`src/rtl/imem_loader_pkg.sv`:
```
// imem_loader_pkg: shared FSM encoding and instruction-memory constants for the boot loader
package imem_loader_pkg;
  typedef enum logic [2:0] {IDLE, CNT_HI, CNT_LO, DATA, WRITE, DONE, ERR} state_e;
  localparam int IMEM_DEPTH = 256;
  localparam int IMEM_IDX_W = 8;
  localparam logic [31:0] RESET_PC = 32'h0000_0000;
endpackage

```
`src/rtl/imem_word_asm.sv`:
```
// imem_word_asm: big-endian byte-to-word shifter; word_o includes the byte presented this cycle
module imem_word_asm (
  input  logic        clk_i,
  input  logic        reset_i,
  input  logic        clr_i,
  input  logic        valid_i,
  input  logic [7:0]  byte_i,
  output logic [31:0] word_o,
  output logic        word_ready_o
);
  logic [23:0] asm_q;
  logic [1:0]  idx_q;
  assign word_o       = {asm_q, byte_i};
  assign word_ready_o = valid_i && idx_q == 2'd3;
  always_ff @(posedge clk_i or posedge reset_i)
    if (reset_i) begin
      asm_q <= '0;
      idx_q <= '0;
    end else if (clr_i) begin
      idx_q <= '0;
    end else if (valid_i) begin
      asm_q <= {asm_q[15:0], byte_i};
      idx_q <= idx_q + 1'b1;
    end
endmodule

```
`src/rtl/imem_loader.sv`:
```
// imem_loader: boot-time UART byte stream to instruction RAM writer that holds the CPU while loading
module imem_loader
  import imem_loader_pkg::*;
#(
  parameter int DEPTH   = IMEM_DEPTH,
  parameter int TIMEOUT = 1000000,
  parameter int TO_W    = 20
) (
  input  logic        clk_i,
  input  logic        reset_i,
  input  logic        load_req_i,
  input  logic [7:0]  rx_data_i,
  input  logic        rx_valid_i,
  output logic        rx_ready_o,
  output logic [31:0] imem_addr_o,
  output logic [31:0] imem_wdata_o,
  output logic        imem_we_o,
  output logic        cpu_hold_o,
  output logic        load_done_o,
  output logic        load_err_o
);
  state_e                state_q;
  logic [15:0]           n_q;
  logic [IMEM_IDX_W-1:0] widx_q;
  logic [TO_W-1:0]       to_q;
  logic [31:0]           addr_q, wdata_q, word;
  logic                  we_q, hold_q, done_q, err_q;
  logic                  acc, word_ready, timed_out;
  logic [15:0]           n_full;
  assign rx_ready_o   = state_q inside {CNT_HI, CNT_LO, DATA};
  assign acc          = rx_valid_i && rx_ready_o;
  assign timed_out    = rx_ready_o && !acc && to_q == TO_W'(TIMEOUT - 1);
  assign n_full       = {n_q[15:8], rx_data_i};
  assign imem_addr_o  = addr_q;
  assign imem_wdata_o = wdata_q;
  assign imem_we_o    = we_q;
  assign cpu_hold_o   = hold_q;
  assign load_done_o  = done_q;
  assign load_err_o   = err_q;
  imem_word_asm u_asm (
    .clk_i       (clk_i),
    .reset_i     (reset_i),
    .clr_i       (state_q == CNT_LO),
    .valid_i     (acc && state_q == DATA),
    .byte_i      (rx_data_i),
    .word_o      (word),
    .word_ready_o(word_ready)
  );
  always_ff @(posedge clk_i or posedge reset_i)
    if (reset_i) begin
      state_q <= IDLE;
      n_q     <= '0;
      widx_q  <= '0;
      to_q    <= '0;
      addr_q  <= RESET_PC;
      wdata_q <= '0;
      we_q    <= 1'b0;
      hold_q  <= 1'b0;
      done_q  <= 1'b0;
      err_q   <= 1'b0;
    end else begin
      we_q   <= 1'b0;
      done_q <= 1'b0;
      if (rx_ready_o) to_q <= acc ? '0 : to_q + 1'b1;
      case (state_q)
        IDLE: if (load_req_i) begin
          hold_q  <= 1'b1;
          err_q   <= 1'b0;
          to_q    <= '0;
          state_q <= CNT_HI;
        end
        CNT_HI: if (acc) begin
          n_q[15:8] <= rx_data_i;
          state_q   <= CNT_LO;
        end
        CNT_LO: if (acc) begin
          n_q[7:0] <= rx_data_i;
          widx_q   <= '0;
          if (n_full == 16'd0) begin
            done_q  <= 1'b1;
            state_q <= DONE;
          end else if (n_full > 16'(DEPTH)) begin
            err_q   <= 1'b1;
            state_q <= ERR;
          end else state_q <= DATA;
        end
        DATA: if (word_ready) begin
          we_q    <= 1'b1;
          addr_q  <= 32'({widx_q, 2'b00});
          wdata_q <= word;
          state_q <= WRITE;
        end
        WRITE: if (16'(widx_q) == n_q - 16'd1) begin
          done_q  <= 1'b1;
          state_q <= DONE;
        end else begin
          widx_q  <= widx_q + 1'b1;
          state_q <= DATA;
        end
        DONE, ERR: begin
          hold_q  <= 1'b0;
          state_q <= IDLE;
        end
        default: state_q <= IDLE;
      endcase
      if (timed_out) begin
        err_q   <= 1'b1;
        state_q <= ERR;
      end
    end
endmodule

```
`config.mk`:
```
export PLATFORM = sky130hd
export DESIGN_NAME = imem_loader
export DESIGN_NICKNAME = d
export VERILOG_FILES = /design/src/rtl/imem_loader_pkg.sv /design/src/rtl/imem_word_asm.sv /design/src/rtl/imem_loader.sv
export SDC_FILE = /design/constraint.sdc
export NUM_CORES = 1
export LEC_CHECK = 0
export CAP_MARGIN = 25
export CORE_MARGIN = 2
export CORE_UTILIZATION = 57
export CTS_CLUSTER_SIZE = 12
export DETAILED_ROUTE_END_ITERATION = 16
export DONT_BUFFER_PORTS = 1
export PLACE_DENSITY = 0.75
export RECOVER_POWER = 50
export SLEW_MARGIN = 10
export SYNTH_ARGS = -nofsm -noshare
export SYNTH_HDL_FRONTEND = slang
export SYNTH_SLANG_ARGS = --single-unit
```
`constraint.sdc`:
```
create_clock -name clk_i -period 3.8 [get_ports clk_i]
set_input_delay 0.57 -clock clk_i [delete_from_list [all_inputs] [get_ports clk_i]]
set_output_delay 0.57 -clock clk_i [all_outputs]
set_load 0.05 [all_outputs]
```
==> flow_summary.json, run 1 <==
{
  "start_util_pct": 59.1,
  "rsz0062_at_grt": "false",
  "ios": 81,
  "finalCritPeriodShare_pct": 70.9,
  "dpl.hpwl_um": 7620,
  "drive_gt1_share_pct": 14.1,
  "final_common_cell": "nand2_1",
  "postPlaceCellArea_um2": 5540,
  "drv_cap": 1,
  "p_leak_nw": 2.94,
  "clockBufferDepth": 2,
  "ys_types": 55,
  "worst-path-max-fanout": 43,
  "dp_cells": 679,
  "worst-path-buf-inv": 4,
  "p_per_area_nw_per_um2": 766,
  "nFillCells": 715,
  "hp-class": "primary input to flop",
  "die_y_um": 102,
  "violations": "capacitance limit, slew limit",
  "cts_root_buf": "clkbuf_8",
  "drt_iter0_markers": 209,
  "grt_pass1_vias": 3902,
  "clk_latency_ps": 510,
  "yosysWarnings": 0,
  "firstDrtPassIters": 4,
  "end_kind": "flop",
  "gpl.final_weighted_congestion": 0.969,
  "core-area_um2": 9280,
  "critical_path_required_ps": 4240,
  "syn_to_final_growth_pct": 11.8,
  "fin_cells": 712,
  "synthFlopType": "dfrtp_1",
  "cts_buffers": 17,
  "die_area_um2": 10400,
  "rows": 35,
  "antenna_left": 0,
  "hold_buffers": 0,
  "io_buffer_count": 0,
  "grt.overflow.total": 0,
  "cts_sinks": 117,
  "peakVddDrop_uv": 337,
  "route.detailed.wl_per_inst_um": 16.0,
  "ctsHtreeMaxLevel": 4,
  "synthArstFlopShare_pct": 100,
  "clk_pin_slew_ps": 60,
  "finalHoldViolCount": 0,
  "path_cells": "clkinv_1 -> nor2_1 -> nand4_1 -> buf_4 -> inv_1 -> buf_4 -> nand2_1 -> nand2_1",
  "setup.worst_path.start_class": "flop",
  "synth_seq_cells": 117,
  "fin_crit_ps": 2690,
  "post_cts_resized": 0,
  "status": "complete, but fails checks",
  "track_usage_pct": 23.4,
  "skew_ps": 8.24,
  "synth_cells": 564,
  "grt_max_degree": 61,
  "post-route-drc-count": 0,
  "critical_path_arrival_ps": 3130,
  "post_cts_buffers": 0,
  "slew_headroom_pct": -70.5,
  "netlist_area_um2": 5490,
  "fin_area_um2": 6130,
  "critPathKind": "flop to flop",
  "antenna_cells": 0,
  "ys_seq_area_share_pct": 53.4,
  "setup_viol": 0,
  "tritoncts": "done",
  "critPathMaxStageDelay_ps": 710,
  "maxSlewViolCount": 60,
  "synth_edf_count": 0,
  "num-nets-final": 586,
  "grt_pass1_wl_um": 18900,
  "antenna_found_initial": 0,
  "p_total_w": 0.00470,
  "final_core_util_pct": 66.1,
  "vias_per_cell": 5.53,
  "timing_worst_slew_pin_value_ps": 2540,
  "avgSynthCellArea_um2": 9.73,
  "fin_setup_tns_ps": 0,
  "final_cell_mix": "nand2_1 (161), dfrtp_1 (117), nor2_1 (40)",
  "dieWidth_um": 102,
  "routed_wl_um": 11400,
  "num_vias": 3935,
  "crit_family": "buffers and inverters",
  "fmax_mhz": 371,
  "cp_slowest_cell": "inv_1"
}
==> synthesized netlist by cell type (7+ instances only) <==
cell type	number	area, µm²
a21oi_1	10	50.1
buf_4	24	180
clkbuf_1	19	71.3
dfrtp_1	117	2930
inv_1	10	37.5
mux2_2	31	349
nand2_1	161	604
nand3_1	16	80.1
nand4_1	9	56.3
nor2_1	40	150
nor3_1	7	35.0
o21ai_0	20	100
xnor2_1	9	78.8
xor2_1	17	149
==> kinds of logic after synthesis <==
kind of cell | Yosys count | share of synthesized area, %
mux | 34 | 6.91
other cells | 1 | 0.0683
flops | 117 | 53.4
compound gates | 55 | 6.61
fa+ha+maj | 4 | 0.912
simple gates | 273 | 22.6
xor+xnor | 26 | 4.15
buf+inv | 54 | 5.34
==> final cells by class <==
type / count / area, µm² / area share, %
multi-input cells: 416 / 2350 / 38.3
flip-flops and latches: 117 / 2930 / 47.7
repair buffers: 7 / 65.1 / 1.06
inverters: 11 / 42.5 / 0.693
clock inverters: 15 / 171 / 2.79
clock buffers: 17 / 414 / 6.75
well taps: 129 / 161 / 2.63
==> worst paths after layout <==
| path | start | cells after the start | slack (ps) | to |
|---|---|---|---|---|
| worst max register to register | state_q[0] | 8 | 1110 | imem_wdata_o[30] |
| min in group asynchronous | reset_i | 1 | 650 | u_asm.asm_q[13] |
| worst min-delay path | rx_data_i[5] | 2 | 170 | imem_wdata_o[5] |
| worst min register to register | u_asm.asm_q[18] | 2 | 470 | imem_wdata_o[26] |
| max in group asynchronous | reset_i | 1 | 2000 | imem_wdata_o[4] |
| worst max-delay path | state_q[0] | 8 | 1110 | imem_wdata_o[30] |
==> flip-flops by register name, summed over array words and instances, names as in the netlist <==
name and count:
cpu_hold_o 1, imem_addr_o 8, imem_wdata_o 32, imem_we_o 1, load_done_o 1, load_err_o 1, n_q 16, state_q 3
to_q 20, u_asm.asm_q 24, u_asm.idx_q 2, widx_q 8
==> through the flow <==
stage | worst slack [ps] | hold slack [ps]
2_1_floorplan | 129 | 433
3_3_place_gp | 1220 | 448
3_5_place_dp | 1120 | 451
4_1_cts | 1120 | 72.7
5_1_grt | 823 | 146
6_report | 1110 | 167
==> where the power goes <==
part | switching [W] | internal [W]
clock | 0.000600 | 0.000949
combinational | 0.000588 | 0.000460
sequential | 0.000549 | 0.00156
==> routing by layer <==
layer	global-route usage (%)	routed length, µm	vias up
met3	5.68	583	21
met1	30.9	4970	1942
met4	9.44	287	0
met5	0	0	-
met2	37.4	5550	102
li1	-	-	1870
Note: power is estimated with default switching activity, not from simulation.
==> run 2, diff against run 1 <==
Settings changed: CORE_UTILIZATION 57 to 60, PLACE_DENSITY 0.75 to 0.76.
Clock period 3.8 ns to 2.8 ns, I/O delays scaled along.
==> run 2 against run 1 <==
Net effect:
- the run still ends with capacitance limit, slew limit left
- combinational power rose by 38%
- maximum frequency up 3.4%
- non-clock buffer count rose by 9
- power up 33%
- cell count down 1.7%
- hold slack got worse by 150 ps
- register-to-register slack got worse by 910 ps
- clock power up 25%
- critical path type unchanged
==> flow_summary.json, run 2 (synthesized netlist as in run 1, its figures left out) <==
{
  "critical_path_required_ps": 3250,
  "start_util_pct": 62.3,
  "path_cells": "inv_1 -> ha_1 -> nor3b_4 -> a32o_1 -> a32oi_1 -> a211o_1 -> o31a_1 -> a31o_1 -> a21oi_2",
  "setup_viol": 0,
  "routed_wl_um": 11300,
  "clockBufferDepth": 2,
  "track_usage_pct": 24.2,
  "dp_cells": 661,
  "syn_to_final_growth_pct": 11.8,
  "largest_reg_flops": 32,
  "finalCritPeriodShare_pct": 93.1,
  "p_total_w": 0.00623,
  "cts_root_buf": "clkbuf_8",
  "maxSlewViolCount": 118,
  "drive_gt1_share_pct": 14.2,
  "rows": 34,
  "r2r_slack_ps": 190,
  "antenna_found_initial": 0,
  "fin_crit_ps": 2610,
  "timing_worst_slew_pin_value_ps": 1530,
  "tritoncts": "done",
  "die_area_um2": 9930,
  "clk_latency_ps": 510,
  "num_vias": 3930,
  "final_common_cell": "nand2_1",
  "r2r-end": "widx_q[7]",
  "min_path_cells": 2,
  "cts_buffers": 17,
  "cts_sinks": 117,
  "worst-path-buf-inv": 1,
  "grt_pass1_vias": 3783,
  "dieWidth_um": 99.6,
  "num-nets-final": 595,
  "end_kind": "flop",
  "peakVddDrop_uv": 592,
  "p_leak_nw": 2.95,
  "cp_slowest_cell": "dfrtp_1",
  "slew_headroom_pct": -1.82,
  "antenna_left": 0,
  "drv_cap": 1,
  "min_to": "imem_wdata_o[0]",
  "rsz0062_at_grt": "false",
  "critPathKind": "flop to flop",
  "fmax_mhz": 384,
  "finalHoldViolCount": 0,
  "firstDrtPassIters": 4,
  "skew_ps": 8.21,
  "antenna_cells": 0,
  "final_cell_mix": "nand2_1 (161), dfrtp_1 (117), nor2_1 (40)",
  "r2r_start": "n_q[0]",
  "post_cts_buffers": 0,
  "clk_pin_slew_ps": 60,
  "crit_family": "compound AO/OA/AOI/OAI gates",
  "fin_cells": 700,
  "grt_max_degree": 118,
  "io_buffer_count": 0,
  "gpl.final_weighted_congestion": 0.839,
  "hp-class": "primary input to flop",
  "p_per_area_nw_per_um2": 1020,
  "dpl.hpwl_um": 7430,
  "setup_slack_ps": 193,
  "ios": 81,
  "route.detailed.wl_per_inst_um": 16.1,
  "reg2reg_depth": 9,
  "min_from": "rx_data_i[0]",
  "fin_setup_tns_ps": 0,
  "status": "complete, but fails checks",
  "drt_iter0_markers": 218,
  "grt.overflow.total": 0,
  "core-area_um2": 8810,
  "post-route-drc-count": 0,
  "vias_per_cell": 5.61,
  "ctsHtreeMaxLevel": 4,
  "violations": "capacitance limit, slew limit",
  "hold_ws_ps": 17.6,
  "critical_path_arrival_ps": 3060,
  "die_y_um": 99.6,
  "critPathMaxStageDelay_ps": 450,
  "grt_pass1_wl_um": 18600,
  "worst-path-max-fanout": 7,
  "post-place-ws_ps": 149,
  "setup.worst_path.start_class": "flop"
}
[run 2: worst max-delay path by stage]
stage | start | endpoint | slack, ps | cells past startpoint
4_1_cts | n_q[0] | widx_q[7] | 140 | 9
3_5_place_dp | n_q[0] | widx_q[7] | 150 | 9
6_report | n_q[0] | widx_q[7] | 190 | 9
2_1_floorplan | n_q[0] | widx_q[7] | 370 | 9
3_3_place_gp | n_q[0] | widx_q[7] | 220 | 9
5_1_grt | n_q[0] | widx_q[2] | 20 | 9
[run 2: area by class of cell]
class	count	area, µm²
clock buffer	17	414
multi-input combinational	416	2360
timing repair buffer	16	134
fill	652	2670
inverter	11	45.0
sequential	117	2930
clock inverter	15	121
tap	108	135
[run 2: per-stage QoR]
step           util (%)  cell area (µm²)
6_report           69.7             6140
5_1_grt            69.7             6140
4_1_cts            69.8             6150
3_5_place_dp       62.9             5540
3_3_place_gp       62.9             5540
2_1_floorplan         -             5580
[run 2: where the power goes]
part	internal, W	leakage (nW)	switching [W]
clock network	0.00110	0.254	0.000829
registers	0.00211	1.55	0.000742
logic	0.000649	1.14	0.000799
total	0.00386	2.95	0.00237
[run 2: layer usage]
| metal | GRT usage [%] | routed length (µm) | up-vias | share of wire, % |
|---|---|---|---|---|
| met5 | 0 | 0 | - | 0 |
| met4 | 9.69 | 316 | 0 | 2.8 |
| met3 | 6.04 | 654 | 24 | 5.8 |
| met2 | 38.8 | 5400 | 112 | 48 |
| met1 | 31.9 | 4890 | 1908 | 43 |
| li1 | - | - | 1886 | - |
[run 2: what timing repair did]
| action | CTS | global route |
|---|---|---|
| hold buffers | 7 | 0 |
| endpoints found under the setup margin | 0 | 5 |
| resized for setup | 0 | 1 |
| endpoints found under the hold margin | 49 | 0 |
